[config.mk]
export PLATFORM = sky130hd
export DESIGN_NAME = seg7_capture
export DESIGN_NICKNAME = d
export VERILOG_FILES = /design/src/rtl/seg7_capture.sv
export SDC_FILE = /design/constraint.sdc
export NUM_CORES = 1
export LEC_CHECK = 0
export ABC_AREA = 1
export ABC_CLOCK_PERIOD_IN_PS = 5230
export BUFFER_PORTS_ARGS = -buffer_cell sky130_fd_sc_hd__clkbuf_2
export CAP_MARGIN = 20
export CORE_UTILIZATION = 33
export DETAILED_ROUTE_END_ITERATION = 10
export PLACE_DENSITY = 0.55
export SYNTH_ARGS = -nofsm -noshare
export SYNTH_HDL_FRONTEND = slang
export SYNTH_SLANG_ARGS = --single-unit
export TNS_END_PERCENT = 30
[constraint.sdc]
create_clock -name clk -period 5.23 [get_ports clk]
set_input_delay 0.523 -clock clk [delete_from_list [all_inputs] [get_ports clk]]
set_output_delay 0.523 -clock clk [all_outputs]
set_load 0.1 [all_outputs]
[src/rtl/seg7_capture.sv]
// seg7_capture: samples a scanned, active-low 4-digit 7-segment bus and
// rebuilds the displayed number as BCD and binary.
module seg7_capture #(
    parameter int SETTLE  = 4,
    parameter int TIMEOUT = 65536
) (
    input  logic        clk,
    input  logic        rst_n,
    input  logic [6:0]  led7segk,
    input  logic [3:0]  led7sega,
    output logic [13:0] num,
    output logic [15:0] bcd,
    output logic        valid,
    output logic        seg_err,
    output logic        seq_err,
    output logic        stale
);

    localparam int SW = $clog2(SETTLE + 1);
    localparam int TW = $clog2(TIMEOUT + 1);

    typedef enum logic [1:0] {
        IDLE,
        CAPT,
        CONV
    } state_t;

    state_t        state, state_n;
    logic [10:0]   sync1, sync2, prev;
    logic [SW-1:0] stab;
    logic [TW-1:0] idle_cnt;
    logic [1:0]    exp_q, exp_n;
    logic [1:0]    cidx, cidx_n;
    logic [15:0]   digs, digs_n;
    logic [13:0]   acc, acc_n, acc_step;
    logic [3:0]    cur_d;
    logic [3:0]    an;
    logic [6:0]    cath;
    logic [1:0]    pos;
    logic          one_low;
    logic [3:0]    dval;
    logic          dok;
    logic          same;
    logic          ev;
    logic          tmo;
    logic          conv_done;

    assign an   = sync2[10:7];
    assign cath = sync2[6:0];
    assign same = (sync2 == prev);
    assign ev   = same && (stab == SW'(SETTLE - 1)) && one_low;
    assign tmo  = !ev && (idle_cnt == TW'(TIMEOUT - 1));

    always_ff @(posedge clk or negedge rst_n) begin
        if (!rst_n) begin
            sync1 <= '1;
            sync2 <= '1;
            prev  <= '1;
        end else begin
            sync1 <= {led7sega, led7segk};
            sync2 <= sync1;
            prev  <= sync2;
        end
    end

    // stab counts consecutive cycles of an unchanged synchronized bus
    always_ff @(posedge clk or negedge rst_n) begin
        if (!rst_n) begin
            stab <= '0;
        end else if (!same) begin
            stab <= '0;
        end else if (stab != SW'(SETTLE)) begin
            stab <= stab + 1'b1;
        end
    end

    always_ff @(posedge clk or negedge rst_n) begin
        if (!rst_n) begin
            idle_cnt <= '0;
        end else if (ev) begin
            idle_cnt <= '0;
        end else if (idle_cnt != TW'(TIMEOUT)) begin
            idle_cnt <= idle_cnt + 1'b1;
        end
    end

    always_comb begin
        one_low = 1'b1;
        pos     = 2'd0;
        case (an)
            4'b0111: pos = 2'd3;
            4'b1011: pos = 2'd2;
            4'b1101: pos = 2'd1;
            4'b1110: pos = 2'd0;
            default: one_low = 1'b0;
        endcase
    end

    always_comb begin
        dok  = 1'b1;
        dval = 4'd0;
        case (cath)
            7'b1000000: dval = 4'd0;
            7'b1111001: dval = 4'd1;
            7'b0100100: dval = 4'd2;
            7'b0110000: dval = 4'd3;
            7'b0011001: dval = 4'd4;
            7'b0010010: dval = 4'd5;
            7'b0000010: dval = 4'd6;
            7'b1111000: dval = 4'd7;
            7'b0000000: dval = 4'd8;
            7'b0010000: dval = 4'd9;
            default:    dok  = 1'b0;
        endcase
    end

    always_comb begin
        cur_d = 4'd0;
        case (cidx)
            2'd3: cur_d = digs[15:12];
            2'd2: cur_d = digs[11:8];
            2'd1: cur_d = digs[7:4];
            2'd0: cur_d = digs[3:0];
            default: cur_d = 4'd0;
        endcase
    end

    assign acc_step = (acc << 3) + (acc << 1) + {10'd0, cur_d};

    always_comb begin
        state_n   = state;
        exp_n     = exp_q;
        cidx_n    = cidx;
        digs_n    = digs;
        acc_n     = acc;
        seg_err   = 1'b0;
        seq_err   = 1'b0;
        conv_done = 1'b0;
        case (state)
            IDLE: begin
                if (ev) begin
                    if (!dok) begin
                        seg_err = 1'b1;
                    end else if (pos == 2'd3) begin
                        digs_n[15:12] = dval;
                        exp_n         = 2'd2;
                        state_n       = CAPT;
                    end
                end
            end
            CAPT: begin
                if (ev) begin
                    if (!dok) begin
                        seg_err = 1'b1;
                        state_n = IDLE;
                    end else if (pos == exp_q) begin
                        digs_n[{pos, 2'b00} +: 4] = dval;
                        if (pos == 2'd0) begin
                            state_n = CONV;
                            cidx_n  = 2'd3;
                            acc_n   = '0;
                        end else begin
                            exp_n = exp_q - 1'b1;
                        end
                    end else if (pos == 2'd3) begin
                        seq_err       = 1'b1;
                        digs_n[15:12] = dval;
                        exp_n         = 2'd2;
                    end else begin
                        seq_err = 1'b1;
                        state_n = IDLE;
                    end
                end
            end
            CONV: begin
                acc_n  = acc_step;
                cidx_n = cidx - 1'b1;
                if (cidx == 2'd0) begin
                    conv_done = 1'b1;
                    state_n   = IDLE;
                end
            end
            default: state_n = IDLE;
        endcase
        if (tmo) begin
            state_n = IDLE;
        end
    end

    always_ff @(posedge clk or negedge rst_n) begin
        if (!rst_n) begin
            state <= IDLE;
            exp_q <= 2'd0;
            cidx  <= 2'd0;
            digs  <= '0;
            acc   <= '0;
        end else begin
            state <= state_n;
            exp_q <= exp_n;
            cidx  <= cidx_n;
            digs  <= digs_n;
            acc   <= acc_n;
        end
    end

    // digs is stable through CONV, so it is the frame's BCD image
    always_ff @(posedge clk or negedge rst_n) begin
        if (!rst_n) begin
            num   <= '0;
            bcd   <= '0;
            valid <= 1'b0;
            stale <= 1'b1;
        end else begin
            valid <= conv_done;
            if (conv_done) begin
                num   <= acc_step;
                bcd   <= digs;
                stale <= 1'b0;
            end else if (tmo) begin
                stale <= 1'b1;
            end
        end
    end

endmodule

# Word-level counts from Yosys, hierarchy flattened
# Index checks and enable logic that the tools add are counted.
[op_classes]
shift = 2
reduce_logical = 20
n_mux = 58
addsub = 7
n_eq_ne = 40
[op_table]
columns = ["op", "count"]
rows = [
  ["two-way mux 13 bit", 4],
  ["two-way mux 2 bit", 21],
  ["one-hot mux 4 bit (9 select lines)", 1],
  ["two-way mux 17 bit", 2],
  ["two-way mux 16 bit", 2],
  ["one-hot mux 13 bit (2 select lines)", 1],
  ["== test 7 x 5 -> 1 bit, second input constant", 3],
  ["== test 7 bit, second input constant", 3],
  ["inequality test 3 bit, second input constant", 7],
  ["adder 17 x 1 -> 17 bit, second input constant", 1],
  ["== test 17 x 16 -> 1 bit, second input constant", 1],
  ["inequality test 17 bit, second input constant", 1],
  ["bitwise mux 16 bit", 1],
  ["two-way mux 4 bit", 4],
  ["one-hot mux 4 bit (4 select lines)", 1],
  ["variable shift 4 x 6 -> 16 bit, first input constant", 1],
  ["indexed part select 4 x 6 -> 16 bit", 1],
  ["adder 14 bit", 1],
  ["adder 14 x 4 -> 14 bit", 1],
  ["== test 7 x 6 -> 1 bit, second input constant", 2],
  ["two-way mux 1 bit", 13],
  ["== test 4 bit, second input constant", 3],
  ["two-way mux 12 bit", 1],
  ["inequality test 2 bit, second input constant", 6],
  ["other kinds (28)", 45],
]
[word_totals]
elab_cells = 142
inputBits = 13
reg_bits = 120
out_inout_bits = 34

# Longest topological paths before layout
# Gate-level depths: netlist (run 1).
[logic_depth]
word_depth = 9
ltp_mapped = 16
ltp_nobuf = 16

# Worst setup path before layout (run 1)
# OpenSTA, ideal clock, no wires.
[synth_timing]
path_type = "reg-to-output"
start = "reg sync2[5]"
end = "out seg_err"
path_stages_with_launch = 11
arrival_time_ns = 3.456
required_time_ns = 4.707
slack_ns = 1.251
path_buffers = 2
path_cell_list = "dfstp_2 -> buf_2 -> nand2_1 -> inv_1 -> nor2_1 -> nor2_1 -> nand2_1 -> nor2_4 -> nand3_4 -> clkbuf_1 -> nor3_1"
[synth_via]
elab_chain_cells = 6
word_cells_on_any_way = 18
classes_between = "eq/ne: 10; mux: 4; reduce/logical: 4"
[synth_lines]
columns = ["item", "line_no", "rtl"]
rows = [
  ["start, declared", "29", "logic [10:0] sync1, sync2, prev;"],
  ["start signal, assigned", "61", "sync2 <= sync1;"],
  ["== test 7 x 5 -> 1 bit, or another cell as far along", "102", "case (cath)"],
  ["OR reduction 10 bit (no source line)", "n/a", ""],
  ["two-way mux 1 bit", "102", ""],
  ["two-way mux 1 bit", "142, 153", ""],
  ["two-way mux 1 bit (*)", "152", "if (ev) begin"],
  ["two-way mux 1 bit (*)", "n/a", ""],
  ["end, declared", "14", "output logic seg_err,"],
]
# Every way passes the cells marked *; elsewhere a longest branch is shown, timed or not.

# Worst setup path after layout (run 1)
[layout_timing]
start = "reg sync2[10]"
end = "out seq_err"
[layout_via]
elab_chain_cells = 7
word_cells_on_any_way = 15
classes_between = "eq/ne: 6; mux: 6; reduce/logical: 3"
[layout_lines]
columns = ["item", "line_no", "rtl"]
rows = [
  ["== test 4 bit / == test 4 x 3 -> 1 bit (equally long branches)", "90", "case (an)"],
  ["one-hot mux 2 bit (3 select lines)", "90", ""],
  ["== test 2 bit", "156", "end else if (pos == exp_q) begin"],
  ["two-way mux 1 bit", "156", ""],
  ["two-way mux 1 bit", "153", "if (!dok) begin"],
  ["two-way mux 1 bit (*)", "152", ""],
  ["two-way mux 1 bit (*)", "139", "case (state)"],
  ["end, declared", "15", "output logic seq_err,"],
]
# Marked as above.

==> impl_metrics.yaml, run 1 <==
outcome:
  status: "finished, final reports clean"
die:
  io-pin-count: 47
  num_rows: 50
  core_area_um2: 18700
  die_w_um: 140
  dieArea_um2: 19700
  fp.dieH_um: 140
  start_util: 0.337
routing:
  antenna_left: 0
  first_pass_iters: 4
  viasPerCell: 4.56
  dr.first_iter.drc_count: 218
  vias: 4806
  wl_per_cell_um: 12.3
  drc_errors: 0
  drt_wl_total_mm: 12.9
timing:
  timing.hold.ws_ns: 0.0720
  worstMarginPinSlew_ns: 0.583
  finClkSkew_ns: 0.00822
  slew_headroom: 0.611
  slew_viol_final: 0
  period_needed_ns: 3.36
  rsz0062_at_grt: "false"
  setup_violations: 0
  fmax_mhz: 298
  period_share: 0.642
  hold_violations: 0
  fin_setup_tns_ns: 0
critical_path:
  path_class: "reg -> out"
  arrival_ns: 2.84
  startpoint_type: "flop"
  slowest_delay_ns: 0.56
  cp_cell_sequence: "inv_1, nand2_1, nand3_2, a21oi_2, nand3_4, inv_2, nand2_2, nor3_1, clkbuf_2"
  crit_fanout: 15
  critPathSlowestCell: "dfstp_2"
  endpoint_kind: "output pin"
  cp.required_ns: 4.71
global_routing:
  grt_first_pass_wirelength_mm: 22.3
  use_met1: 0.189
  grt_pass1_vias: 4604
  grt_max_degree: 80
  met2_usage: 0.229
  grt_use_met3: 0.0338
  grt_overflow_total: 0
  gr-usage-all-layers: 0.144
  grt_most_used_layer: "met2"
  antenna_found_initial: 0
synth:
  syn_avg_cell_area_um2: 8.38
  ys_top_cells_by_count: "nand2_1, inv_1, dfrtp_1"
  yosysWarnings: 0
  seq_area_frac_synth: 0.483
  yosysMostFrequentCell: "nand2_1"
  syn_inst: 752
  yosys_register_bits: 120
  synth_top_area_share: 0.341
  ys_top_cells_by_area: "dfrtp_1, dfstp_2, nand2_1"
  synth_edf_count: 0
  synth_cell_types: 48
  async_flop_share: 1.00
  syn_nets: 804
  syn_area_um2: 6300
  synth-main-ff-cell: "dfrtp_1"
  yosysTopAreaCell: "dfrtp_1"
finish:
  seqCellArea_um2: 3050
  nFillCells: 1899
  drive_gt1_frac: 0.175
  antenna_cells: 0
  postLayoutCoreUtil: 0.396
  synthToLayoutAreaGrowth_pct: 17.5
  multi_input_comb_area_um2: 2770
  fin_nets: 860
hold_path:
  hp-class: "in -> async"
cts:
  cts_hold_buf: 0
  clock-sinks: 120
  clockRootBuffer: "clkbuf_16"
  htreeDepth: 4
  clock_latency_ns: 0.42
  cts_tree: "done"
  clk_pin_slew_ns: 0.05
  clockBufferDepth: 2
  cts_setup_buffers: 0
  cts_buffers: 17
  cts_resized: 0
power:
  irDropWorstVdd_mv: 0.317
  power_density_nw_per_um2: 296
  power_mw: 2.19
  p_leak_nw: 3.75
placement:
  port_buffers: 46
  place_congestion: 0.800
  dp_hpwl_mm: 9.51
flow_run:
  drv_cap: 0
-- sequential cells by signal, summed over array words and instances, names as in the netlist --
| register | count |
|---|---|
| idle_cnt | 17 |
| valid | 1 |
| bcd | 16 |
| num | 14 |
| digs | 16 |
| sync2 | 11 |
| exp_q | 2 |
| state | 2 |
| sync1 | 11 |
| cidx | 2 |
| acc | 13 |
| prev | 11 |
| stab | 3 |
| stale | 1 |
-- path summary, 6_finish.rpt --
kind | start | to | slack [ns] | cells after the start
worst min register to register | sync1[5]$_DFF_PN1_ | sync2[5]$_DFF_PN1_ | 0.35 | 0
min in group clk | led7segk[1] | sync1[1]$_DFF_PN1_ | 0.19 | 1
max in group asynchronous | rst_n | digs[7]$_DFFE_PN0P_ | 4.24 | 2
worst max-delay path | sync2[10]$_DFF_PN1_ | seq_err | 1.87 | 9
worst max register to register | cidx[0]$_DFFE_PN0P_ | num[11]$_DFFE_PN0P_ | 1.95 | 16
worst min-delay path | rst_n | idle_cnt[8]$_DFFE_PN0P_ | 0.07 | 1
-- layout by cell type (no fill, tap or decap), types with 3 or more instances in the layout --
cell type	Yosys	routed
nand2_1	189	189
inv_1	105	105
dfrtp_1	86	86
nor2_1	53	53
o21ai_0	50	50
clkbuf_2	0	45
ha_1	37	37
nand3_1	36	36
dfstp_2	34	34
a21oi_1	25	25
o21ai_1	23	23
clkbuf_16	0	19
nor3_1	15	15
nand4_1	8	8
inv_2	7	7
xor2_1	7	7
nor2_2	6	6
xnor2_1	6	6
nor2_4	4	4
clkbuf_8	0	4
clkbuf_1	8	4
o22ai_1	3	3
nor4_1	3	3
o211ai_1	3	3
a21o_1	3	3
a31oi_1	3	3
buf_4	0	3
-- layer usage --
metal | share of wire | vias up
met5 | 0 | -
met2 | 0.45 | 69
met3 | 0.029 | 17
met4 | 0.019 | 0
met1 | 0.50 | 2191
li1 | - | 2529
-- cells by family (layout without fill, tap and decap cells) --
group	Yosys count	count (layout)	synth area share
fa+ha+maj	39	39	0.0798
compound gates	123	123	0.108
buf+inv	126	195	0.0768
xor+xnor	13	13	0.0181
simple gates	331	331	0.234
flops	120	120	0.483
-- power breakdown --
group	switching (mW)	total [mW]	internal [mW]
clock network	0.403	1.16	0.760
registers	0.0100	0.963	0.953
logic	0.0486	0.0671	0.0185
total	0.461	2.19	1.73
-- final cells by class --
class                   count  area share
clock buffers              27      0.0736
clock inverters             5     0.00743
inverters                 114      0.0578
multi-input cells         506       0.374
flip-flops and latches    120       0.411
well taps                 234      0.0395
repair buffers             49      0.0361
-- per-stage QoR --
| stage | worst slack, ns | cells | instance area [µm²] |
|---|---|---|---|
| floorplan | 1.25 | 752 | 6300 |
| global placement | 2.03 | 1022 | 6790 |
| detailed placement | 1.94 | 1022 | 6790 |
| CTS | 1.83 | 1054 | 7390 |
| global route | 1.61 | 1055 | 7410 |
| finish | 1.87 | 1055 | 7410 |
-- worst max-delay path, delay by kind of cell, from the launching register on --
| kind | cells | cell delay (ns) |
|---|---|---|
| DFF | 1 | 0.56 |
| and+or+nand+nor | 5 | 0.88 |
| buffers and inverters | 3 | 0.75 |
| AOI/OAI and AO/OA | 1 | 0.21 |
(Power assumes the default switching activity.)
==> inputs of run 2 (changes only) <==
Settings changed: ABC_CLOCK_PERIOD_IN_PS 5230 to 3020, PLACE_DENSITY 0.55 to 0.57.
Clock period 5.23 ns to 3.02 ns, I/O delays scaled along.
==> run 2 against run 1 <==
Effect of this change:
- sequential share of layout area is 1.3 points lower
- worst hold slack gained 0.28 ns
- sequential power rose by 73%
- final cell count up 2.5%
- clock-buffer cell count fell by 10
- power rose by 68%
- die area stayed put
- flip-flop and latch count did not move
- combinational power up 95%
- register-to-register slack lost 1.8 ns
- largest cell class unchanged
- highest routed layer unchanged
==> impl_metrics.yaml, run 2 (same netlist as run 1, synthesis figures left out) <==
cts:
  cts_tree: "done"
  cts_buffers: 17
  clk_pin_slew_ns: 0.05
  htreeDepth: 4
  clockBufferDepth: 2
  clock-sinks: 120
  clockRootBuffer: "clkbuf_16"
  clock_latency_ns: 0.41
critical_path:
  endpoint_kind: "output pin"
  crit_fanout: 15
  r2r_slack_ns: 0.18
  arrival_ns: 2.57
  cp.required_ns: 2.72
  path_class: "reg -> out"
  startpoint_type: "flop"
  timing.rr.start: "cidx[0]$_DFFE_PN0P_"
  r2r_end: "num[11]$_DFFE_PN0P_"
  reg2regPathDepth: 15
die:
  start_util: 0.337
  io-pin-count: 47
  num_rows: 50
  core_area_um2: 18700
  fp.dieH_um: 140
  dieArea_um2: 19700
  die_w_um: 140
finish:
  nFillCells: 1854
  fin_nets: 886
  synthToLayoutAreaGrowth_pct: 21.5
  mostFrequentLayoutCells: "nand2_1, inv_1, dfrtp_1, nor2_1, o21ai_0"
  stdcell_count: 1081
  layout_commonest_cell: "nand2_1"
  largest_reg_flops: 17
  drive_gt1_frac: 0.215
  regMostFlops: "idle_cnt"
  largestRegisters: "idle_cnt: 17 flops, bcd: 16 flops, digs: 16 flops"
  fin_area_um2: 7660
  antenna_cells: 0
timing:
  slew_viol_final: 0
  finClkSkew_ns: 0.0127
  worstMarginPinSlew_ns: 0.692
  hold_violations: 0
  fin_setup_tns_ns: 0
  fmax_mhz: 348
  slew_headroom: 0.539
  period_share: 0.950
  period_needed_ns: 2.87
  timing.hold.ws_ns: 0.354
  setup_violations: 0
  fin_ws_ns: 0.150
power:
  p_switching_mw: 0.861
  pwr-share-comb: 0.035
  pwr-share-seq: 0.453
  swShare: 0.234
  irDropWorstVdd_mv: 0.431
  p_leak_nw: 3.84
  power_density_nw_per_um2: 481
  clockPowerShare: 0.512
  p_int_mw: 2.82
placement:
  place_congestion: 0.839
  dp_hpwl_mm: 9.77
  port_buffers: 46
  dp.cells: 1033
  place_area_um2: 6900
  dpl_worst_slack_ns: -0.0288
outcome:
  status: "finished, final reports clean"
hold_path:
  hp-class: "reg -> reg"
  min_path_cells: 0
  hp-start: "sync1[10]$_DFF_PN1_"
  min_to: "sync2[10]$_DFF_PN1_"
global_routing:
  grt_first_pass_wirelength_mm: 23.0
  antenna_found_initial: 0
  grt_pass1_vias: 4750
  grt_max_degree: 56
  gr-usage-all-layers: 0.147
  grt_overflow_total: 0
routing:
  antenna_left: 0
  dr.first_iter.drc_count: 257
  vias: 4917
  first_pass_iters: 5
  drc_errors: 0
  wl_per_cell_um: 12.3
  viasPerCell: 4.55
  drt_wl_total_mm: 13.3
flow_run:
  drv_cap: 0
[run 2: cell types whose count changed in the layout (fill, tap and decap cells not counted), sizes merged]
cell,previous run,this run
buf,4,19
clkbuf,72,61
clkinvlp,0,3
dlygate4sd3,0,12
clkinv,5,10
inv,113,115
[run 2: power groups by stage]
stage / clock (mW) / sequential, mW / combinational, mW
after floorplan: 0 / 1.69 / 0.0648
after global placement: 0 / 1.69 / 0.121
after detailed placement: 0 / 1.69 / 0.122
after CTS: 1.94 / 1.67 / 0.135
after global routing: 2.01 / 1.67 / 0.152
final: 1.89 / 1.67 / 0.131
[run 2: layer usage]
| layer | wire length, µm | GRT usage | up-vias | part of all wire |
|---|---|---|---|---|
| met1 | 6660 | 0.195 | 2255 | 0.50 |
| met3 | 343 | 0.0297 | 9 | 0.026 |
| met2 | 6120 | 0.238 | 66 | 0.46 |
| met5 | 0 | 0 | - | 0 |
| met4 | 148 | 0.0474 | 0 | 0.011 |
| li1 | - | - | 2587 | - |
[run 2: cell type report]
type | instances | area (µm²) | area share
clock buffers | 17 | 425 | 0.0555
clock inverters | 15 | 129 | 0.0168
inverters | 114 | 428 | 0.0559
multi-input cells | 506 | 2830 | 0.369
flip-flops and latches | 120 | 3050 | 0.398
well taps | 234 | 293 | 0.0382
repair buffers | 75 | 512 | 0.0668
[run 2: repair_timing]
item,4_1_cts,5_1_grt
pin swaps,0,11
setup endpoints to repair,2,12
hold endpoints to repair,30,0
hold buffers,12,0
gates cloned,0,0
resized for setup,1,23
setup buffers,0,4
[run 2: stage by stage]
step | utilization | total power [mW]
global placement | 0.369 | 1.81
floorplan | - | 1.75
CTS | 0.405 | 3.74
finish | 0.409 | 3.68
detailed placement | 0.369 | 1.82
global route | 0.409 | 3.84
[run 2: worst max-delay path by stage]
stage	from	end	slack (ns)
global placement	cidx[0]$_DFFE_PN0P_	num[11]$_DFFE_PN0P_	0.07
floorplan	sync2[5]$_DFF_PN1_	seq_err	-0.63
global route	cidx[1]$_DFFE_PN0P_	acc[11]$_DFFE_PN0P_	-0.003
detailed placement	cidx[0]$_DFFE_PN0P_	num[11]$_DFFE_PN0P_	-0.03
CTS	cidx[0]$_DFFE_PN0P_	num[9]$_DFFE_PN0P_	0.06
finish	sync2[10]$_DFF_PN1_	seg_err	0.15
[run 2: critical path, stage by stage (launching register included)]
cell and delay, ns:
dfstp_2 0.57, inv_1 0.06, nand2_1 0.10, nand3_2 0.17, a21oi_2 0.22, nand3_4 0.21
nor3_2 0.32, clkbuf_2 0.51
